[config.mk]
export PLATFORM = sky130hd
export DESIGN_NAME = seq_mul_unit
export DESIGN_NICKNAME = d
export VERILOG_FILES = /design/src/rtl/seq_mul_unit.sv
export SDC_FILE = /design/constraint.sdc
export NUM_CORES = 1
export LEC_CHECK = 0
export BUFFER_PORTS_ARGS = -buffer_cell sky130_fd_sc_hd__buf_2
export CORE_ASPECT_RATIO = 1.25
export CORE_UTILIZATION = 55
export DETAILED_ROUTE_END_ITERATION = 6
export GPL_TIMING_DRIVEN = 0
export PLACE_DENSITY = 0.84
export SYNTH_ARGS = -nofsm -noshare
export SYNTH_HDL_FRONTEND = slang
export SYNTH_SLANG_ARGS = --single-unit
[constraint.sdc]
create_clock -name Clock -period 4.1 [get_ports Clock]
set_clock_uncertainty 0.2 [all_clocks]
set_input_delay 0.205 -clock Clock [delete_from_list [all_inputs] [get_ports Clock]]
set_output_delay 0.205 -clock Clock [all_outputs]
set_load 0.005 [all_outputs]
[src/rtl/seq_mul_unit.sv]
// seq_mul_unit: multi-cycle RV32M multiplier (MUL/MULH/MULHSU/MULHU), radix-2 shift-add over magnitudes
module seq_mul_unit #(
    parameter int NrOfBits = 32
) (
    input  logic                Clock,
    input  logic                Reset,
    input  logic                Start,
    input  logic [1:0]          Op,
    input  logic [NrOfBits-1:0] Operand_A,
    input  logic [NrOfBits-1:0] Operand_B,
    output logic [NrOfBits-1:0] Result,
    output logic                Done,
    output logic                Busy
);
    localparam int N  = NrOfBits;
    localparam int CW = $clog2(N + 1);

    typedef enum logic [1:0] {IDLE, RUN, FIX, DONE} state_t;

    state_t          state, state_nxt;
    logic [2*N-1:0]  acc;
    logic [N-1:0]    mcand;
    logic [CW-1:0]   cnt;
    logic            neg;
    logic            is_mul;
    logic            a_signed, b_signed, a_neg, b_neg;
    logic [N-1:0]    a_mag, b_mag;
    logic [N:0]      sum;
    logic [2*N-1:0]  prod;

    assign a_signed = (Op == 2'b01) || (Op == 2'b10);
    assign b_signed = (Op == 2'b01);
    assign a_neg    = a_signed && Operand_A[N-1];
    assign b_neg    = b_signed && Operand_B[N-1];
    assign a_mag    = a_neg ? (~Operand_A + 1'b1) : Operand_A;
    assign b_mag    = b_neg ? (~Operand_B + 1'b1) : Operand_B;
    // upper half plus optional multiplicand; the carry becomes the new MSB after the shift
    assign sum      = {1'b0, acc[2*N-1:N]} + {1'b0, acc[0] ? mcand : {N{1'b0}}};
    assign prod     = neg ? (~acc + 1'b1) : acc;

    // state register
    always_ff @(posedge Clock) begin
        if (Reset) state <= IDLE;
        else       state <= state_nxt;
    end

    // next-state: fixed NrOfBits iterations, one fix-up cycle, one done cycle
    always_comb begin
        state_nxt = state;
        case (state)
            IDLE:    state_nxt = Start ? RUN : IDLE;
            RUN:     state_nxt = (cnt == CW'(1)) ? FIX : RUN;
            FIX:     state_nxt = DONE;
            DONE:    state_nxt = IDLE;
            default: state_nxt = IDLE;
        endcase
    end

    // outputs decoded from the registered state
    always_comb begin
        Busy = (state == RUN) || (state == FIX);
        Done = (state == DONE);
    end

    // datapath: multiplier lives in the low half of the accumulator and shifts out as the product shifts in
    always_ff @(posedge Clock) begin
        if (Reset) begin
            acc    <= '0;
            mcand  <= '0;
            cnt    <= '0;
            neg    <= 1'b0;
            is_mul <= 1'b0;
            Result <= '0;
        end else begin
            case (state)
                IDLE: if (Start) begin
                    acc    <= {{N{1'b0}}, b_mag};
                    mcand  <= a_mag;
                    cnt    <= CW'(N);
                    neg    <= a_neg ^ b_neg;
                    is_mul <= (Op == 2'b00);
                end
                RUN: begin
                    acc <= {sum, acc[N-1:1]};
                    cnt <= cnt - 1'b1;
                end
                FIX: begin
                    acc    <= prod;
                    Result <= is_mul ? prod[N-1:0] : prod[2*N-1:N];
                end
                default: ;
            endcase
        end
    end
endmodule
==> impl_metrics.py, run 1 <==
metrics = {
    "setup_path": {
        "reg2reg_from": "state[0]$_SDFF_PP0_",
        "reg2reg_to": "acc[32]$_SDFFE_PP0P_",
        "worstSetupEndpointType": "flop",
        "start_kind": "flop",
        "worstSetupPathType": "flop to flop",
        "r2r_cells": 8,
        "worst_ep_required_time_ps": 4250,
        "ff2ff_setup_slack_ps": 170,
        "path_max_fanout": 10,
        "critPathArrivalTime_ps": 4080,
    },
    "clock_tree": {
        "cts-buffers-inserted": 17,
        "ctsHtreeMaxLevel": 4,
        "cts_sinks": 138,
        "clk_path_buf_depth": 2,
        "post-cts-setup-buffer-count": 0,
        "clk_latency_ps": 440,
        "clk_pin_slew_ps": 60,
        "cts_tree": "done",
        "cts_root_buffer": "clkbuf_16",
    },
    "hold_path": {
        "holdPathEnd": "acc[16]$_SDFFE_PP0P_",
        "min_from": "Operand_B[16]",
        "holdPathStages": 4,
        "hold_path.class": "input pin to flop",
    },
    "yosys": {
        "synthTopCellsByArea": "dfxtp_1, xnor2_1, nor2_1",
        "async_flop_share_pct": 0,
        "synthMuxAreaShare_pct": 0.6574,
        "syn_area_per_cell_sq_um": 7.663,
        "yosys.area_share.simple_pct": 22.89,
        "synth_cell_type_count": 75,
        "syn_area_sq_mm": 0.01066,
        "yosysMostFrequentCell": "nor2_1",
        "synth_xor_area_share_pct": 11.67,
        "ys_warn_count": 0,
        "synthAdderAreaFrac_pct": 5.235,
        "seq_area_frac_synth_pct": 25.92,
        "syn_inst": 1391,
        "synth_edf_count": 0,
        "synth_fp_nets": 1504,
        "ys_ff_latch": 138,
        "ys.flop_type": "dfxtp_1",
        "synth_compound_area_share_pct": 29.01,
        "synth_largest_area_cell": "dfxtp_1",
        "yosysTopAreaCellShare_pct": 25.92,
        "synth_top_family_by_area": "compound AO/OA/AOI/OAI gates",
        "ys_top_cells_by_count": "nor2_1, dfxtp_1, a21oi_1, nand2_1, o21ai_0",
    },
    "sta": {
        "maxSlewHeadroom_pct": 26.36,
        "finalSetupViolCount": 0,
        "slew_violations": 0,
        "period_minus_slack_ps": 3927,
        "min_period_over_period_pct": 95.78,
        "hold_violations": 0,
        "holdWs_ps": 19.12,
        "grt_setup_unrepaired": "false",
        "max_freq_mhz": 254.7,
        "tightest_slew_ps": 1097,
    },
    "floorplanning": {
        "die_h_um": 157.6,
        "core-area_sq_mm": 0.01885,
        "pin_count": 103,
        "die_width_um": 126.5,
        "fp.dieArea_sq_mm": 0.01994,
        "start_util_pct": 56.55,
        "rows": 56,
    },
    "cells_and_area": {
        "nets": 1676,
        "syn_to_final_growth_pct": 18.66,
        "antennaDiodeCount": 0,
        "area.sequential_sq_mm": 0.002763,
        "stdcell_area_sq_mm": 0.01265,
        "fillCellCount": 1614,
        "final_util_pct": 67.11,
        "drive_gt1_share_pct": 11.17,
        "multiInputGateArea_sq_mm": 0.007421,
    },
    "run_status": {
        "status": "finished, final reports clean",
    },
    "place": {
        "placed_area_sq_mm": 0.01146,
        "gp_congestion": 1.005,
        "io_buffer_count": 102,
        "dp_hpwl_mm": 29.19,
    },
    "power": {
        "p_leak_nw": 4.968,
        "peakVddDrop_v": 0.0003135,
        "power.density_mw_per_mm2": 340.0,
        "total_power_mw": 4.300,
    },
    "routing": {
        "ant_nets": 0,
        "routed-via-count": 11760,
        "wl_mm": 39.64,
        "viasPerCell": 6.506,
        "dr.pass1.iters": 6,
        "drc_errors": 0,
        "wire_per_inst_um": 21.92,
        "drt_iter0_drc": 1238,
    },
    "global_routing": {
        "grt_antenna_before_repair": 0,
        "grt_max_degree": 17,
        "grt_usage_pct": 40.08,
        "gr-total-overflow": 0,
        "grt_pass1_wl_mm": 60.51,
        "grt_pass1_vias": 11220,
    },
    "run": {
        "cap_violations": 0,
    },
}
area by class of cell:
type / instances / area share [%]
clock inverter: 12 / 1.533
clock buffer: 20 / 3.690
inverter: 35 / 1.039
buffer: 92 / 2.859
tap: 232 / 2.295
sequential: 138 / 21.84
timing repair buffer: 153 / 8.072
multi-input combinational: 1126 / 58.67
layer usage:
layer	vias to the layer above	wire (um)	global-route usage, %	part of all wire [%]
li1	5493	-	-	-
met1	5362	14890	44.01	38
met2	700	18410	68.88	46
met3	207	3435	8.922	8.7
met4	0	2905	28.40	7.3
met5	-	0	0	0
worst max-delay path, stage by stage (launching register included):
cell,delay [ps]
dfxtp_1,390
inv_1,100
ha_1,300
clkbuf_1,500
inv_1,120
o21ai_1,880
clkbuf_1,630
nand2_1,450
o21ai_0,280
cell usage in the layout (no fill, tap or decap), types with 8 or more instances in the layout:
cell type	count
nor3_1	45
nor2b_1	10
o41ai_1	17
o22ai_1	16
and2_1	39
nand2b_1	12
dlygate4sd3_1	51
buf_1	8
ha_1	43
nor4_1	11
o21ai_0	89
a22oi_1	20
xor2_1	63
nand2_1	104
xnor2_1	79
or4_1	17
a2111oi_0	14
clkbuf_1	76
a221oi_1	33
dfxtp_1	138
a311oi_1	11
o31ai_1	26
inv_1	33
or3_1	25
nand3_1	16
a211oi_1	26
clkbuf_16	17
a21o_1	19
buf_2	108
a21oi_1	109
nor2_1	154
state kept, by name, indices dropped and copies added (netlist names), named ones only:
register	cells
state	1
neg	1
cnt	6
Result	32
acc	64
mcand	32
is_mul	1
per-stage QoR:
stage                     std cells  TNS, ps  setup slack (ps)
after floorplan                1391        0             465.1
after global placement         1725   -805.0            -286.5
after detailed placement       1725   -870.5            -309.7
after CTS                      1808        0             67.64
after global routing           1808        0             3.912
final                          1808        0             173.1
power breakdown:
| group | switching, mW | internal [mW] | leakage, nW |
|---|---|---|---|
| registers | 0.0766 | 1.42 | 1.13 |
| logic | 0.680 | 0.384 | 3.52 |
| clock network | 0.613 | 1.12 | 0.322 |
worst max path at each step:
| stage | depth (start not counted) | from | endpoint | slack [ps] |
|---|---|---|---|---|
| 3_3_place_gp | 13 | acc[0]$_SDFFE_PP0P_ | acc[59]$_SDFFE_PP0P_ | -290 |
| 3_5_place_dp | 13 | acc[0]$_SDFFE_PP0P_ | acc[59]$_SDFFE_PP0P_ | -310 |
| 4_1_cts | 13 | acc[0]$_SDFFE_PP0P_ | acc[59]$_SDFFE_PP0P_ | 70 |
| 6_report | 8 | state[0]$_SDFF_PP0_ | acc[32]$_SDFFE_PP0P_ | 170 |
| 2_1_floorplan | 13 | acc[0]$_SDFFE_PP0P_ | acc[59]$_SDFFE_PP0P_ | 470 |
| 5_1_grt | 13 | acc[0]$_SDFFE_PP0P_ | acc[59]$_SDFFE_PP0P_ | 4 |
cell families after synthesis:
| group | count (synthesis) |
|---|---|
| buf+inv | 127 |
| flops | 138 |
| fa+ha+maj | 44 |
| mux | 7 |
| xor+xnor | 142 |
| compound gates | 452 |
| simple gates | 481 |
repair_timing:
item                                    4_1_cts  5_1_grt
hold buffers                                 51        0
endpoints found under the setup margin        3        3
hold endpoints to repair                     51        0
gates resized for setup                       2        1
Power figures use the tool's default switching activity.
==> inputs of run 2 (changes only) <==
Settings changed: RECOVER_POWER set to 100.
==> run 2 against run 1 <==
Sequential power is essentially flat. Via count increased by 0.18%. Worst hold slack lost 10 ps. Utilization is 0.51 points lower.
==> impl_metrics.py, run 2 (synthesis results as in run 1) <==
metrics = {
    "global_routing": {
        "grt_max_degree": 17,
        "gr-total-overflow": 0,
        "grt_pass1_vias": 11220,
        "grt_pass1_wl_mm": 60.51,
        "grt_usage_pct": 40.08,
        "grt_antenna_before_repair": 0,
    },
    "clock_tree": {
        "clk_latency_ps": 440,
        "ctsHtreeMaxLevel": 4,
        "post-cts-setup-buffer-count": 0,
        "cts_root_buffer": "clkbuf_16",
        "cts_tree": "done",
        "clk_pin_slew_ps": 70,
        "cts-buffers-inserted": 17,
        "cts_sinks": 138,
        "clk_path_buf_depth": 2,
    },
    "floorplanning": {
        "rows": 56,
        "core-area_sq_mm": 0.01885,
        "start_util_pct": 56.55,
        "die_h_um": 157.6,
        "fp.dieArea_sq_mm": 0.01994,
        "die_width_um": 126.5,
        "pin_count": 103,
    },
    "cells_and_area": {
        "nets": 1676,
        "syn_to_final_growth_pct": 17.76,
        "layout_common_cells": "nor2_1, dfxtp_1, a21oi_1",
        "largest_reg_flops": 64,
        "antennaDiodeCount": 0,
        "regMostFlops": "acc",
        "final_util_pct": 66.60,
        "fillCellCount": 1640,
        "drive_gt1_share_pct": 9.645,
        "layout_commonest_cell": "nor2_1",
        "area.sequential_sq_mm": 0.002763,
        "reg_top3": "acc x64, Result x32, mcand x32",
        "multiInputGateArea_sq_mm": 0.007352,
    },
    "routing": {
        "routed-via-count": 11780,
        "drt_iter0_drc": 1267,
        "drc_errors": 0,
        "wl_mm": 39.61,
        "viasPerCell": 6.517,
        "dr.pass1.iters": 7,
        "wire_per_inst_um": 21.91,
        "ant_nets": 0,
    },
    "power": {
        "peakVddDrop_v": 0.0003187,
        "p_leak_nw": 4.877,
        "power.density_mw_per_mm2": 341.8,
    },
    "sta": {
        "period_minus_slack_ps": 3970,
        "hold_violations": 0,
        "tns_ps": 0,
        "slew_violations": 0,
        "fin_ws_ps": 130.4,
        "max_freq_mhz": 251.9,
        "finalSetupViolCount": 0,
        "tightest_slew_ps": 1105,
        "min_period_over_period_pct": 96.82,
        "maxSlewHeadroom_pct": 25.86,
        "grt_setup_unrepaired": "false",
    },
    "setup_path": {
        "start_kind": "flop",
        "worstSetupPathType": "flop to flop",
        "path_max_fanout": 10,
        "worst_ep_required_time_ps": 4260,
        "worstSetupEndpointType": "flop",
        "critPathArrivalTime_ps": 4130,
    },
    "run_status": {
        "status": "finished, final reports clean",
    },
    "hold_path": {
        "hold_path.class": "input pin to flop",
    },
    "place": {
        "dp_hpwl_mm": 29.19,
        "gp_congestion": 1.005,
        "io_buffer_count": 102,
        "preCtsSetupSlack_ps": -309.7,
    },
    "run": {
        "cap_violations": 0,
    },
}
run 2: cell types whose count changed in the layout (fill, tap and decap cells not counted), moves of 2 or more:
| cell | change |
|---|---|
| clkbuf_1 | +20 |
| and2_1 | -4 |
| and2_0 | +4 |
| o31ai_1 | +2 |
| buf_1 | -3 |
| buf_2 | -16 |
run 2: metrics by stage:
stage	hold WS [ps]	std cells	area, sq um	total power, mW
after CTS	0.9321	1808	12640	4.247
after detailed placement	243.2	1725	11460	2.499
after floorplan	141.0	1391	10660	2.176
final	8.646	1808	12550	4.291
after global placement	228.2	1725	11460	2.482
after global routing	26.38	1808	12550	4.420
run 2: cell type report:
type,count,area share [%]
multi-input combinational,1126,58.57
sequential,138,22.01
timing repair buffer,153,7.984
clock buffer,20,3.718
buffer,92,2.811
tap,232,2.313
clock inverter,12,1.545
inverter,35,1.047
run 2: final timing paths:
kind | from | endpoint | slack [ps] | depth (start not counted)
min | Operand_B[16] | acc[16]$_SDFFE_PP0P_ | 9 | 4
max | state[0]$_SDFF_PP0_ | acc[32]$_SDFFE_PP0P_ | 130 | 8
max reg2reg | state[0]$_SDFF_PP0_ | acc[32]$_SDFFE_PP0P_ | 130 | 8
min reg2reg | mcand[31]$_SDFFE_PP0P_ | mcand[31]$_SDFFE_PP0P_ | 250 | 2
run 2: power by group:
part / leakage (nW) / total [mW] / internal, mW / switching (mW)
Sequential: 1.13 / 1.50 / 1.42 / 0.0760
Clock: 0.322 / 1.74 / 1.12 / 0.621
Combinational: 3.43 / 1.05 / 0.375 / 0.672
Total: 4.88 / 4.29 / 2.92 / 1.37
run 2: worst max-delay path, cell delays in order (launching register included):
cell and delay [ps]:
dfxtp_1 390, inv_1 100, ha_1 300, clkbuf_1 490, inv_1 120, o21ai_1 880
clkbuf_1 650, nand2_1 470, o21ai_0 280
run 2: repair_timing:
item | in CTS | in global routing
hold buffers | 51 | 0
setup endpoints to repair | 3 | 3
endpoints found under the hold margin | 51 | 0
gates resized for setup | 2 | 1
pin swaps | 0 | 0
run 2: layer usage:
metal,routed length (um),GRT usage (%)
met4,2905,28.40
met1,14840,44.01
met3,3471,8.922
met5,0,0
met2,18390,68.88
